**src/rtl/fifo_push_arbiter_if.sv**
```systemverilog
// Producer/FIFO-write-port bundle for fifo_push_arbiter; slave = arbiter side, master = producers+FIFO.
// FIFO_ARB_STATS_EN adds the beat_total / stall_cycles statistics signals.
interface fifo_push_arbiter_if #(
  parameter int unsigned DATA_WIDTH = 32,
  parameter int unsigned NUM_REQ    = 4
);
  localparam int unsigned ID_WIDTH = $clog2(NUM_REQ);

  logic [NUM_REQ-1:0]                 req_valid;
  logic [NUM_REQ-1:0][DATA_WIDTH-1:0] req_data;
  logic [NUM_REQ-1:0]                 req_last;
  logic [NUM_REQ-1:0]                 req_ready;
  logic                               fifo_push;
  logic [DATA_WIDTH-1:0]              fifo_wr_data;
  logic                               fifo_full;
  logic [ID_WIDTH-1:0]                grant_id;
  logic                               busy;

`ifdef FIFO_ARB_STATS_EN
  logic [NUM_REQ-1:0][31:0]           beat_total;
  logic [31:0]                        stall_cycles;

  modport slave (
    input  req_valid, req_data, req_last, fifo_full,
    output req_ready, fifo_push, fifo_wr_data, grant_id, busy, beat_total, stall_cycles
  );
  modport master (
    output req_valid, req_data, req_last, fifo_full,
    input  req_ready, fifo_push, fifo_wr_data, grant_id, busy, beat_total, stall_cycles
  );
`else
  modport slave (
    input  req_valid, req_data, req_last, fifo_full,
    output req_ready, fifo_push, fifo_wr_data, grant_id, busy
  );
  modport master (
    output req_valid, req_data, req_last, fifo_full,
    input  req_ready, fifo_push, fifo_wr_data, grant_id, busy
  );
`endif
endinterface

```
**src/rtl/fifo_push_arbiter.sv**
```systemverilog
// Round-robin burst arbiter sharing one FIFO write port among NUM_REQ producers.
// Optional per-requester beat and stall statistics under FIFO_ARB_STATS_EN.
module fifo_push_arbiter #(
  parameter int unsigned DATA_WIDTH = 32,
  parameter int unsigned NUM_REQ    = 4,
  parameter int unsigned MAX_BURST  = 8
) (
  input  logic               clk,
  input  logic               reset,
  fifo_push_arbiter_if.slave bus
);
  localparam int unsigned ID_WIDTH  = $clog2(NUM_REQ);
  localparam int unsigned CNT_WIDTH = $clog2(MAX_BURST + 1);
  localparam logic [ID_WIDTH-1:0]  LAST_ID = ID_WIDTH'(NUM_REQ - 1);
  localparam logic [CNT_WIDTH-1:0] CNT_MAX = CNT_WIDTH'(MAX_BURST);

  typedef enum logic {IDLE = 1'b0, BURST = 1'b1} state_t;

  state_t               state, state_nxt;
  logic [ID_WIDTH-1:0]  grant_q, grant_nxt;
  logic [ID_WIDTH-1:0]  last_grant, last_grant_nxt;
  logic [CNT_WIDTH-1:0] beat_cnt, beat_cnt_nxt;
  logic [ID_WIDTH-1:0]  cand, pick;
  logic                 pick_found;
  logic                 beat;

  // Round-robin search starting just after the previous owner, wrapping at NUM_REQ.
  always_comb begin
    cand       = '0;
    pick       = '0;
    pick_found = 1'b0;
    for (int unsigned i = 1; i <= NUM_REQ; i++) begin
      cand = ID_WIDTH'((32'(last_grant) + i) % NUM_REQ);
      if (!pick_found && bus.req_valid[cand]) begin
        pick       = cand;
        pick_found = 1'b1;
      end
    end
  end

  always_comb begin
    state_nxt        = state;
    grant_nxt        = grant_q;
    last_grant_nxt   = last_grant;
    beat_cnt_nxt     = beat_cnt;
    beat             = 1'b0;
    bus.req_ready    = '0;
    bus.fifo_push    = 1'b0;
    bus.fifo_wr_data = '0;
    case (state)
      IDLE: begin
        if (pick_found) begin
          grant_nxt    = pick;
          beat_cnt_nxt = '0;
          state_nxt    = BURST;
        end
      end
      BURST: begin
        // Zero-latency forward of the owner's beat; full stalls everything.
        bus.req_ready[grant_q] = ~bus.fifo_full;
        beat                   = bus.req_valid[grant_q] & ~bus.fifo_full;
        bus.fifo_push          = beat;
        bus.fifo_wr_data       = bus.req_data[grant_q];
        if (beat) begin
          beat_cnt_nxt = beat_cnt + CNT_WIDTH'(1);
          if (bus.req_last[grant_q] || (beat_cnt_nxt == CNT_MAX)) begin
            state_nxt      = IDLE;
            last_grant_nxt = grant_q;
            beat_cnt_nxt   = '0;
          end
        end
      end
    endcase
  end

  always_ff @(posedge clk or posedge reset) begin
    if (reset) begin
      state      <= IDLE;
      grant_q    <= '0;
      last_grant <= LAST_ID;
      beat_cnt   <= '0;
    end else begin
      state      <= state_nxt;
      grant_q    <= grant_nxt;
      last_grant <= last_grant_nxt;
      beat_cnt   <= beat_cnt_nxt;
    end
  end

  assign bus.grant_id = grant_q;
  assign bus.busy     = (state == BURST);

`ifdef FIFO_ARB_STATS_EN
  logic [NUM_REQ-1:0][31:0] beat_total;
  logic [31:0]              stall_cycles;

  // Saturating counters of pushed beats per owner and of full-stalled owner beats.
  always_ff @(posedge clk or posedge reset) begin
    if (reset) begin
      beat_total   <= '0;
      stall_cycles <= '0;
    end else begin
      if (beat && (beat_total[grant_q] != '1)) begin
        beat_total[grant_q] <= beat_total[grant_q] + 32'd1;
      end
      if ((state == BURST) && bus.req_valid[grant_q] && bus.fifo_full && (stall_cycles != '1)) begin
        stall_cycles <= stall_cycles + 32'd1;
      end
    end
  end

  assign bus.beat_total   = beat_total;
  assign bus.stall_cycles = stall_cycles;
`endif
endmodule
```
**src/flat_wrapper.sv**
```systemverilog
// flat-port wrapper written by rule: the top's interface ports become plain ports
module fifo_push_arbiter_flat 
#(
  parameter int unsigned DATA_WIDTH = 32,
  parameter int unsigned NUM_REQ    = 4,
  parameter int unsigned MAX_BURST  = 8
)
  (clk, reset, bus_req_valid, bus_req_data, bus_req_last, bus_fifo_full, bus_req_ready, bus_fifo_push, bus_fifo_wr_data, bus_grant_id, bus_busy);
  fifo_push_arbiter_if #(.DATA_WIDTH(DATA_WIDTH), .NUM_REQ(NUM_REQ)) bus_i ();
  input  logic clk;
  input  logic reset;
  input wire logic [$bits(bus_i.req_valid)-1:0] bus_req_valid;
  input wire logic [$bits(bus_i.req_data)-1:0] bus_req_data;
  input wire logic [$bits(bus_i.req_last)-1:0] bus_req_last;
  input wire logic [$bits(bus_i.fifo_full)-1:0] bus_fifo_full;
  output wire logic [$bits(bus_i.req_ready)-1:0] bus_req_ready;
  output wire logic [$bits(bus_i.fifo_push)-1:0] bus_fifo_push;
  output wire logic [$bits(bus_i.fifo_wr_data)-1:0] bus_fifo_wr_data;
  output wire logic [$bits(bus_i.grant_id)-1:0] bus_grant_id;
  output wire logic [$bits(bus_i.busy)-1:0] bus_busy;
  assign bus_i.req_valid = bus_req_valid;
  assign bus_i.req_data = bus_req_data;
  assign bus_i.req_last = bus_req_last;
  assign bus_i.fifo_full = bus_fifo_full;
  assign bus_req_ready = bus_i.req_ready;
  assign bus_fifo_push = bus_i.fifo_push;
  assign bus_fifo_wr_data = bus_i.fifo_wr_data;
  assign bus_grant_id = bus_i.grant_id;
  assign bus_busy = bus_i.busy;
  fifo_push_arbiter #(.DATA_WIDTH(DATA_WIDTH), .NUM_REQ(NUM_REQ), .MAX_BURST(MAX_BURST)) u_core (.clk(clk), .reset(reset), .bus(bus_i));
endmodule
```
**config.mk**
```make
export PLATFORM = sky130hd
export DESIGN_NAME = fifo_push_arbiter_flat
export DESIGN_NICKNAME = d
export VERILOG_FILES = /design/src/rtl/fifo_push_arbiter_if.sv /design/src/rtl/fifo_push_arbiter.sv /design/src/flat_wrapper.sv
export SDC_FILE = /design/constraint.sdc
export NUM_CORES = 1
export LEC_CHECK = 0
export BUFFER_PORTS_ARGS = -buffer_cell sky130_fd_sc_hd__buf_2
export CORE_ASPECT_RATIO = 1.2
export CORE_MARGIN = 5
export CORE_UTILIZATION = 30
export DETAILED_ROUTE_END_ITERATION = 12
export PLACE_DENSITY_LB_ADDON = 0.25
export REMOVE_ABC_BUFFERS = 1
export SLEW_MARGIN = 20
export SYNTH_ARGS = -nofsm -noshare
export SYNTH_HDL_FRONTEND = slang
export SYNTH_SLANG_ARGS = --single-unit
```
**constraint.sdc**
```tcl
create_clock -name clk -period 2.86 [get_ports clk]
set_clock_uncertainty 0.1 [all_clocks]
set_input_delay 0.143 -clock clk [delete_from_list [all_inputs] [get_ports clk]]
set_output_delay 0.143 -clock clk [all_outputs]
set_load 0.01 [all_outputs]
```
==> flow_metrics.tcl <==
set metrics [dict create \
    area_growth_pct 64.4 \
    path_class "reg2out" \
    routed_wl_mm 6.63 \
    synth_xor_area_share_pct 0.554 \
    power_switching_w 0.000864 \
    dp.cells 370 \
    ant_nets 0 \
    via_count 1890 \
    ioPinCount 179 \
    power.density_mw_per_mm2 794 \
    combPwrFrac_pct 80.7 \
    p_seq_share_pct 12.1 \
    cts.path.max_buffers 2 \
    drv_slew 0 \
    dr_wl_met3_um 871 \
    yosys_most_used_dff "dfrtp_1" \
    drt-met1-wl_mm 2.32 \
    synth-compound-area-share_pct 6.97 \
    ys_seq_area_share_pct 14.4 \
    yosys.area_share.adder_pct 1.58 \
    yosysUniqueCellTypes 35 \
    cts_setup_buffers 0 \
    synth_edf_count 0 \
    die_x_um 76.3 \
    antenna_found_initial 6 \
    gp_congestion 0.860 \
    netlist_area_mm2 0.00158 \
    holdWs_ps 209 \
    synth_area_leader_cell "mux4_2" \
    hp-class "in2reg" \
    via_per_inst 5.01 \
    endpoint_kind "output port" \
    power.leakage_nw 1.31 \
    holdPathStages 4 \
    clkSlewWorstSetupHoldPaths_ps 40 \
    r2r_start "u_core.beat_cnt[0]" \
    cp_cell_sequence "buf_4, mux4_2, and2_1, buf_2" \
    post_drt_wl_per_cell_um 17.6 \
    period_share_pct 74.3 \
    yosysWarnings 0 \
    root_buffer "clkbuf_8" \
    switching_share_pct 41.9 \
    yosys.area_share.simple_pct 21.5 \
    h-tree-depth 1 \
    grt_pass1_vias 1808 \
    whs_endpoint "u_core.bus.grant_id[1]" \
    crit_arrival_ps 1880 \
    cts_resized 0 \
    fin_nets 455 \
    place_ws_ps 892 \
    rsz0062_at_grt "false" \
    crit_path_start_kind "register" \
    hp-start "bus_req_valid[0]" \
    muxShareOfSynthArea_pct 50.5 \
    setup_viol 0 \
    period_minus_slack_ps 2130 \
    drt-initial-drc-count 84 \
    grt.total_usage_pct 17.3 \
    fp.dieH_um 89.5 \
    grt_max_degree 40 \
    rr_worst_depth 6 \
    dp_hpwl_mm 5.56 \
    ctsHoldBuffers 1 \
    outcome "completed" \
    row_count 29 \
    core_mm2 0.00519 \
    drcViolationCount 0 \
    maxCapViolations 0 \
    start_util_pct 30.5 \
    grt_overflow_total 0 \
    critical-path-max-stage-delay_ps 500 \
    synth_seq_cells 9 \
    slew_headroom_pct 70.6 \
    cts_buffers 3 \
    drive_gt1_share_pct 71.6 \
    netlist_instances 138 \
    pwr-share-clk_pct 7.2 \
    cts_tree "done" \
    timing.final.ws_setup_ps 735 \
    synth_area_leaders "mux4_2 (48%), and2_1 (13%), dfrtp_1 (11%)" \
    required_ps 2620 \
    ir_worst_vdd_mv 0.821 \
    r2r_end "u_core.last_grant[1]" \
    synth_top_area_share_pct 48.5 \
    critPathSlowestCell "dfrtp_1" \
    p_total_w 0.00206 \
    synthArstFlopShare_pct 100 \
    hold_violations 0 \
    port_buffers 178 \
    die-area_mm2 0.00683 \
    r2r_setup_slack_ps 820 \
    fmax_mhz 471 \
    highest_layer "met5" \
    clock-sinks 9 \
    cp_max_fo 34 \
    synth_top_family_by_area "multiplexers" \
    wl_met2_mm 3.36 \
    syn_area_per_cell_um2 11.5 \
    tightest_slew_ps 441 \
    grt_pass1_wl_mm 9.47 \
    first_pass_iters 4 \
    intPower_w 0.00120 \
    clk_latency_ps 230 \
    final_cell_count_no_fill 377 \
]
flip-flops by register name, summed over array words and instances, names as in the netlist:
signal,count
u_core.beat_cnt,4
u_core.bus.grant_id,2
u_core.last_grant,2
u_core.bus.busy,1
how the worst max path moves through the flow:
stage | endpoint | cells after the start | startpoint | slack (ps)
2_1_floorplan | u_core.last_grant[0] | 4 | u_core.bus.grant_id[0] | -230
3_3_place_gp | u_core.last_grant[0] | 6 | u_core.beat_cnt[0] | 920
3_5_place_dp | u_core.last_grant[0] | 6 | u_core.beat_cnt[0] | 890
4_1_cts | bus_fifo_wr_data[25] | 4 | u_core.bus.grant_id[1] | 720
5_1_grt | bus_fifo_wr_data[18] | 4 | u_core.bus.grant_id[1] | 610
6_report | bus_fifo_wr_data[25] | 4 | u_core.bus.grant_id[1] | 730
cells in the final DEF, fill, tap and decap left out, types with 2 or more instances in the layout:
master / count
ha_1: 2
buf_2: 178
mux2_1: 2
buf_4: 3
nand2b_1: 3
nor2_1: 7
nor4_1: 2
nor3b_1: 2
clkbuf_8: 3
dfstp_2: 2
dfrtp_1: 6
mux4_2: 34
a21oi_1: 3
inv_1: 4
and2_1: 33
diode_2: 2
o21ai_0: 4
nand2_1: 4
area by class of cell:
class                           instances  area (µm²)
Multi-Input combinational cell        113        1280
Fill cell                             498        2590
Tap cell                               62        77.6
Inverter                                4        15.0
Timing Repair Buffer                  183         943
Antenna cell                            2        5.00
Sequential cell                         9         229
Clock buffer                            4        45.0
critical path, delay by kind of cell, from the launching register on:
family	cells	cell delay, ps
DFF	1	500
and+or+nand+nor	1	170
buffers and inverters	2	590
muxes	1	380
power by group through the flow:
stage,Combinational (W),Sequential [W],Clock [W]
5_1_grt,0.00183,0.000261,0.000158
2_1_floorplan,0.000952,0.000409,0
3_5_place_dp,0.00169,0.000250,0
3_3_place_gp,0.00168,0.000248,0
6_report,0.00167,0.000250,0.000148
4_1_cts,0.00170,0.000249,0.000153
synth_stat cells (2+ instances only):
master	number
nor3b_1	2
mux4_2	34
nor2_1	7
nor4_1	2
and2_1	33
buf_4	2
nand2b_1	3
inv_1	4
mux2_1	2
dfrtp_1	7
clkbuf_1	7
ha_1	2
o21ai_0	4
dfstp_2	2
a21oi_1	3
nand2_1	4
buf_2	2
kinds of logic (layout without fill, tap and decap cells):
group	Yosys count	count (layout)
compound gates	15	15
xor+xnor	1	1
fa+ha+maj	2	2
buf+inv	16	191
flops	9	9
mux	37	37
other cells	0	2
simple gates	58	58
routing by layer:
layer / GRT usage [%] / vias to the layer above
li1: - / 896
met1: 20.4 / 880
met2: 28.3 / 92
met3: 9.38 / 12
met4: 2.86 / 10
met5: 0 / -
metrics by stage:
stage	area [µm²]	util [%]	setup TNS, ps
finish	2600	50.1	0
detailed placement	2540	48.9	0
global placement	2540	48.9	0
floorplan	1530	-	-599
CTS	2590	50.0	0
global route	2590	50.0	0
No activity file was read; power rests on OpenSTA's default activity.
